==> src/rtl/output_streamer.sv <==
// Captures one parallel result vector on outputs_ready and drains it word by word
// over a valid/ready stream; sticky overrun flags result pulses that could not be buffered.
module output_streamer #(
  parameter int DATA_WIDTH  = 32,
  parameter int NUM_OUTPUTS = 2,
  parameter int INDEX_WIDTH = (NUM_OUTPUTS > 1) ? $clog2(NUM_OUTPUTS) : 1
) (
  input  logic                         clock,
  input  logic                         reset,
  input  logic                         outputs_ready,
  input  logic signed [DATA_WIDTH-1:0] outputs [NUM_OUTPUTS],
  output logic signed [DATA_WIDTH-1:0] stream_data,
  output logic [INDEX_WIDTH-1:0]       stream_index,
  output logic                         stream_valid,
  output logic                         stream_last,
  input  logic                         stream_ready,
  output logic                         busy,
  output logic                         overrun,
  input  logic                         clear_overrun
);

  localparam logic [INDEX_WIDTH-1:0] LAST_IDX = INDEX_WIDTH'(NUM_OUTPUTS - 1);

  typedef enum logic {S_IDLE, S_STREAM} state_t;

  state_t                         r_state;
  logic signed [DATA_WIDTH-1:0]   r_buf [NUM_OUTPUTS];
  logic signed [DATA_WIDTH-1:0]   r_data;
  logic [INDEX_WIDTH-1:0]         r_idx;
  logic                           r_valid;
  logic                           r_last;
  logic                           r_busy;
  logic                           r_overrun;

  logic                           w_xfer;
  logic                           w_final;
  logic                           w_accept;
  logic                           w_drop;
  logic [INDEX_WIDTH-1:0]         w_next_idx;

  // A pulse coinciding with the final transfer is taken, so the stream restarts with no bubble.
  assign w_xfer     = (r_state == S_STREAM) && stream_ready;
  assign w_final    = w_xfer && (r_idx == LAST_IDX);
  assign w_accept   = outputs_ready && ((r_state == S_IDLE) || w_final);
  assign w_drop     = outputs_ready && !w_accept;
  assign w_next_idx = r_idx + 1'b1;

  always_ff @(posedge clock) begin
    if (reset && w_accept) begin
      r_buf <= outputs;
    end
  end

  always_ff @(posedge clock) begin
    if (!reset) begin
      r_state   <= S_IDLE;
      r_data    <= '0;
      r_idx     <= '0;
      r_valid   <= 1'b0;
      r_last    <= 1'b0;
      r_busy    <= 1'b0;
      r_overrun <= 1'b0;
    end else begin
      if (w_drop) begin
        r_overrun <= 1'b1;
      end else if (clear_overrun) begin
        r_overrun <= 1'b0;
      end

      if (w_accept) begin
        r_state <= S_STREAM;
        r_valid <= 1'b1;
        r_busy  <= 1'b1;
        r_idx   <= '0;
        r_data  <= outputs[0];
        r_last  <= (LAST_IDX == '0);
      end else if (w_final) begin
        r_state <= S_IDLE;
        r_valid <= 1'b0;
        r_busy  <= 1'b0;
        r_last  <= 1'b0;
        r_idx   <= '0;
      end else if (w_xfer) begin
        r_idx  <= w_next_idx;
        r_data <= r_buf[w_next_idx];
        r_last <= (w_next_idx == LAST_IDX);
      end
    end
  end

  assign stream_data  = r_data;
  assign stream_index = r_idx;
  assign stream_valid = r_valid;
  assign stream_last  = r_last;
  assign busy         = r_busy;
  assign overrun      = r_overrun;

endmodule
==> config.mk <==
export PLATFORM = sky130hd
export DESIGN_NAME = output_streamer
export DESIGN_NICKNAME = d
export VERILOG_FILES = /design/src/rtl/output_streamer.sv
export SDC_FILE = /design/constraint.sdc
export NUM_CORES = 1
export LEC_CHECK = 0
export CAP_MARGIN = 10
export CORE_MARGIN = 4
export CORE_UTILIZATION = 43
export CTS_CLUSTER_DIAMETER = 60
export DETAILED_ROUTE_END_ITERATION = 16
export HOLD_SLACK_MARGIN = 0.1
export PLACE_DENSITY_LB_ADDON = 0.2
export SLEW_MARGIN = 15
export SYNTH_ARGS = -nofsm -noshare
export SYNTH_HDL_FRONTEND = slang
export SYNTH_SLANG_ARGS = --single-unit
==> constraint.sdc <==
create_clock -name clock -period 5.1 [get_ports clock]
set_clock_uncertainty 0.05 [all_clocks]
set_input_delay 0.765 -clock clock [delete_from_list [all_inputs] [get_ports clock]]
set_output_delay 0.765 -clock clock [all_outputs]
set_load 0.05 [all_outputs]
==> results by group, run 1 <==
Synth
  – Synth Cell Area: approximately 3800 sq um
  – Syn nets: 333
  – Yosys cell types: 23
  – Largest family of logic cells by synthesized area: simple AND/OR/NAND/NOR gates
  – Sequential share of the synthesized area: 0.6870
  – Post-Synth Simple-Gate Area: 0.09881
  – Yosys warns: 0
  – Synthesized area per cell: 14.29 sq um
  – XOR/XNOR Fraction of Synth Area: 0.002321
  – Synth Register Bits: 98
  – Post-synthesis adder-cell area fraction: 0
  – Mux cell area share after synthesis: 0.08223
  – Post-synthesis compound-gate area fraction: 0.09284
  – Synth Instances: 264

Routing
  – Routed vias/inst: 5.137
  – Routed wire length: 8.100 mm
  – Detail Route Antenna Nets: 0
  – Via Count: between 2000 and 2500
  – Drt initial violations: 71
  – # DRC: 0
  – Drt pass-1 iters: 4
  – WL/cell: between 15 and 20 um

Die
  – Starting Density: 0.4502
  – Die area: approximately 10000 sq um
  – Placement Rows: 33
  – IO Count: 106
  – Chip Width: slightly above 100 um
  – Core area: 8382 sq um
  – Chip Height: approximately 100 um

Place
  – Placed insts: 459
  – Hpwl dp: 5.473 mm
  – Routability cong.: 0.7445
  – I/O Buffers: 105

Final layout
  – Util after Layout: 0.6028
  – Diode count: 0
  – NumNets Final: 434
  – Commonest cells after routing, fill and taps aside: clkdlybuf4s50_1 (105), edfxtp_1 (63), dfxtp_1 (34)
  – Most common cell after layout, fill and taps aside: clkdlybuf4s50_1
  – Synthesis-to-layout area growth: 33.89%
  – Final Non-Filler Cells: 475
  – Fraction of layout cells with a size suffix above 1: 0.07568

Setup path
  – CP startpoint: stream_ready
  – CP arrival: 2850 ps
  – CP Capture Type: flip-flop
  – Reg-to-reg startpoint: stream_last
  – Reg2reg path depth: 4
  – Setup crit end: r_buf[22]
  – Crit Path Class: in -> reg
  – R2R Path End: r_buf[22]
  – Crit Path Max Fanout: 32
  – Worst setup SP type: input port
  – R2R Setup Slk: about 2600 ps
  – WP data required: a little over 5000 ps

GRT
  – All-layer global routing usage: 0.1650
  – Initial antenna violation count: 0
  – First-pass GRT wire length: 12.88 mm
  – Total gr overflow: 0
  – Largest net degree at the start of global routing: 64
  – Vias in the first global route: 2516

Hold path
  – Hold WC Path Type: reg -> reg

Run
  – Max-cap violations: 0

Outcome
  – Outcome: finished, final reports clean

Clock network
  – Number of H-tree levels: 3
  – Sink Count: 98
  – Clk slew on worst S/H paths: 90 ps
  – Num CTS Buffers: 9
  – Hold_buf cts: 0
  – Root Buffer: clkbuf_8
  – PostCTS Resize Cnt: 0
  – Skew-Pair Late Insertion Delay: 350 ps
  – Max Root-Sink Buffers: 2
  – CTS tree: built
  – Number of setup buffers added after CTS: 0

Timing
  – Slew Limit Fails: 0
  – Highest clock rate: 0.3454 GHz
  – Max-slew headroom: 0.4155
  – Fin. Hold Viols: 0
  – RSZ-0062 raised after global routing: no
  – Period minus WS final: 2895 ps
  – Fin crit share: 0.5677
  – Final setup viols: 0
  – Worst-margin pin slew: around 870 ps
  – Hold WS: roughly 410 ps
  – Post-route setup TNS: 0 ps

Power
  – Leakage: 1.692 nW
  – VDD IR max: 0.0001801 V
  – Pwr Density: 332.0 nW/um^2
  – Total power: 0.001677 W
[per-layer routing]
metal | GRT usage | share of wire | vias to the layer above
met2 | 0.2586 | 0.48 | 77
met1 | 0.2217 | 0.44 | 1172
met3 | 0.04132 | 0.063 | 11
met4 | 0.06339 | 0.015 | 0
li1 | - | - | 1180
met5 | 0 | 0 | -
[area by class of cell]
| cell class | instances | area [sq um] |
|---|---|---|
| clock buffers | 11 | 131.4 |
| clock inverters | 5 | 41.29 |
| inverters | 3 | 11.26 |
| multi-input cells | 143 | 1055 |
| flip-flops and latches | 98 | 2594 |
| well taps | 105 | 131.4 |
| repair buffers | 110 | 1089 |
| fillers | 699 | 3329 |
[through the flow]
| stage | setup WS (ps) | area, sq um |
|---|---|---|
| after CTS | 2150 | 5052 |
| after global placement | 1897 | 4880 |
| after floorplan | 525.6 | 3774 |
| after detailed placement | 1772 | 4880 |
| final | 2205 | 5052 |
| after global routing | 2070 | 5052 |
[power by group]
part | switching, W | total (W) | internal [W]
combinational | 0.000182 | 0.000316 | 0.000134
clock | 0.000265 | 0.000446 | 0.000180
sequential | 0.0000217 | 0.000916 | 0.000894
[cell families after synthesis]
| logic type | after synthesis |
|---|---|
| multiplexers | 31 |
| XOR/XNOR | 1 |
| AND/OR/NAND/NOR | 74 |
| buffers and inverters | 23 |
| AO/OA/AOI/OAI | 37 |
| flip-flops | 98 |
[Yosys cell counts]
cell type,n,share of area
a21boi_2,1,0.0030
a21oi_1,3,0.0040
a32o_1,31,0.082
and2_1,1,0.0017
buf_2,12,0.016
buf_4,4,0.0080
buf_6,3,0.0090
clkbuf_1,1,0.00099
dfxtp_1,35,0.19
edfxtp_1,63,0.50
inv_1,3,0.0030
mux2i_1,31,0.082
nand2_1,31,0.031
nand2b_1,1,0.0017
nand3b_1,1,0.0020
nor2_1,6,0.0060
nor2b_1,2,0.0033
nor3b_1,1,0.0020
o211ai_1,1,0.0020
o22ai_1,1,0.0017
or2_0,27,0.045
or2_2,4,0.0066
xor2_1,1,0.0023
[critical path, cell delays in order]
cell and delay (ps):
clkdlybuf4s50_1 560, a21boi_2 90, nand2b_2 220, nor2_4 670, buf_4 510
[registers in the layout, summed over array words and instances (netlist names)]
| signal | flops |
|---|---|
| stream_data | 32 |
| stream_last | 1 |
| r_buf | 63 |
| busy | 1 |
| overrun | 1 |
[worst min-delay path by stage]
| stage | from | endpoint | slack [ps] | cells after the start |
|---|---|---|---|---|
| after floorplan | r_buf[29] | stream_data[29] | 520 | 3 |
| after global placement | stream_data[22] | stream_data[22] | 400 | 1 |
| after detailed placement | stream_data[30] | stream_data[30] | 400 | 2 |
| after CTS | stream_data[30] | stream_data[30] | 420 | 2 |
| after global routing | stream_data[30] | stream_data[30] | 440 | 2 |
| final | stream_data[30] | stream_data[30] | 410 | 2 |
(Power assumes the default switching activity.)
==> inputs of run 2 (changes only) <==
==> constraint.sdc (replaced) <==
create_clock -name clock -period 3 [get_ports clock]
set_clock_uncertainty 0.05 [all_clocks]
set_input_delay 0.45 -clock clock [delete_from_list [all_inputs] [get_ports clock]]
set_output_delay 0.45 -clock clock [all_outputs]
set_load 0.05 [all_outputs]
==> results by group, run 2 (synthesis gave the netlist of run 1 again) <==
Outcome
  – Outcome: finished, final reports clean

GRT
  – Largest net degree at the start of global routing: 40
  – All-layer global routing usage: 0.1541
  – Top Usage Layer GRT: met2
  – Met3 usage: 0.04890
  – Met2 usage: 0.2540
  – Met1 Use GR: 0.1955
  – Vias in the first global route: 2437
  – First-pass GRT wire length: 12.17 mm
  – Initial antenna violation count: 0
  – Total gr overflow: 0

Final layout
  – Diode count: 0
  – Biggest register: r_buf
  – Final Non-Filler Cells: 478
  – Util after Layout: 0.6076
  – Fraction of layout cells with a size suffix above 1: 0.08847
  – # fillers: between 600 and 700
  – Number of flip-flops in the largest register: 63
  – Most common cell after layout, fill and taps aside: clkdlybuf4s50_1
  – NumNets Final: 437
  – Synthesis-to-layout area growth: 34.95%
  – Commonest cells after routing, fill and taps aside: clkdlybuf4s50_1 (105), edfxtp_1 (63), dfxtp_1 (34)

Place
  – Hpwl dp: around 5.4 mm
  – Placed insts: 462
  – I/O Buffers: 105
  – Routability cong.: about 0.74

Timing
  – Highest clock rate: 0.4602 GHz
  – Worst-margin pin slew: around 580 ps
  – Slew Limit Fails: 0
  – Final setup viols: 0
  – Max-slew headroom: 0.6148
  – Period minus WS final: 2173 ps
  – Post-route setup TNS: 0 ps
  – RSZ-0062 raised after global routing: no
  – Fin crit share: 0.7243
  – Fin. Hold Viols: 0

Clock network
  – Max Root-Sink Buffers: 2
  – Number of setup buffers added after CTS: 0
  – CTS tree: built
  – Number of H-tree levels: 3
  – Num CTS Buffers: 9
  – PostCTS Resize Cnt: 0
  – Hold_buf cts: 0
  – Root Buffer: clkbuf_8
  – Clk slew on worst S/H paths: 100 ps
  – Skew-Pair Late Insertion Delay: 350 ps
  – Sink Count: 98

Routing
  – Drt initial violations: 70
  – WL/cell: 16.44 um
  – Detail Route Antenna Nets: 0
  – # DRC: 0
  – Routed vias/inst: between 5 and 6
  – Routed wire length: approximately 8 mm
  – Via Count: 2410
  – Drt pass-1 iters: 5

Die
  – Chip Height: 101.7 um
  – Core area: 8382 sq um
  – Placement Rows: 33
  – IO Count: about 110
  – Starting Density: 0.4502
  – Chip Width: 101.7 um
  – Die area: 10340 sq um

Power
  – Leakage: 1.713 nW
  – VDD IR max: about 0.00024 V
  – Pwr Density: ~560 nW/um^2

Setup path
  – CP arrival: 2360 ps
  – Crit Path Class: in -> reg
  – WP data required: 3180 ps
  – Worst setup SP type: input port
  – CP startpoint: stream_ready
  – Reg-to-reg startpoint: busy
  – Crit Path Max Fanout: 30
  – CP Capture Type: flip-flop

Hold path
  – Hold WC Path Type: reg -> reg
  – Hold path start: stream_data[30]

Run
  – Max-cap violations: 0
[run 2: changes by cell type in the layout (fill, tap and decap cells not counted)]
cell        change
clkinv_4        -2
clkinvlp_4      +1
buf_4           +2
inv_6           +2
clkinv_2        +1
clkbuf_1        -2
buf_12          +1
[run 2: stage by stage]
step	total power, W	cell area, sq um	setup WS [ps]	hold slack, ps
3_3_place_gp	0.002125	4915	503.6	398.5
6_report	0.002861	5092	827.0	415.0
5_1_grt	0.002984	5092	682.7	442.5
3_5_place_dp	0.002133	4915	443.1	405.4
2_1_floorplan	0.001904	3781	197.9	498.9
4_1_cts	0.002893	5092	821.3	419.9
[run 2: cell type report]
type / instances / area (sq um) / area share
Clock buffer: 9 / 123.9 / 0.02432
Clock inverter: 7 / 53.80 / 0.01057
Inverter: 3 / 11.26 / 0.002211
Multi-Input combinational cell: 143 / 1055 / 0.2071
Sequential cell: 98 / 2594 / 0.5093
Tap cell: 105 / 131.4 / 0.02580
Timing Repair Buffer: 113 / 1124 / 0.2206
[run 2: path summary, 6_finish.rpt]
kind | end | slack, ps | cells after the start
setup / recovery | stream_data[26] | 830 | 6
hold / removal | stream_data[30] | 410 | 2
setup reg to reg | stream_data[26] | 1020 | 5
hold reg to reg | stream_data[30] | 410 | 2
[run 2: worst max-delay path, cell delays in order]
cell and delay (ps):
clkdlybuf4s50_1 560, a21boi_2 90, nand2b_2 440, buf_4 340
or2_0 210, a32o_1 250
[run 2: where the power goes]
part	leakage, nW	switching [W]	internal, W
combinational	0.757	0.000308	0.000233
clock	0.0822	0.000457	0.000307
sequential	0.874	0.0000362	0.00152
[run 2: per-layer routing]
layer | vias up | wire, um | part of all wire
met5 | - | 0 | 0
met4 | 0 | 57 | 0.0073
li1 | 1183 | - | -
met2 | 68 | 3846 | 0.49
met3 | 5 | 530 | 0.067
met1 | 1154 | 3424 | 0.44
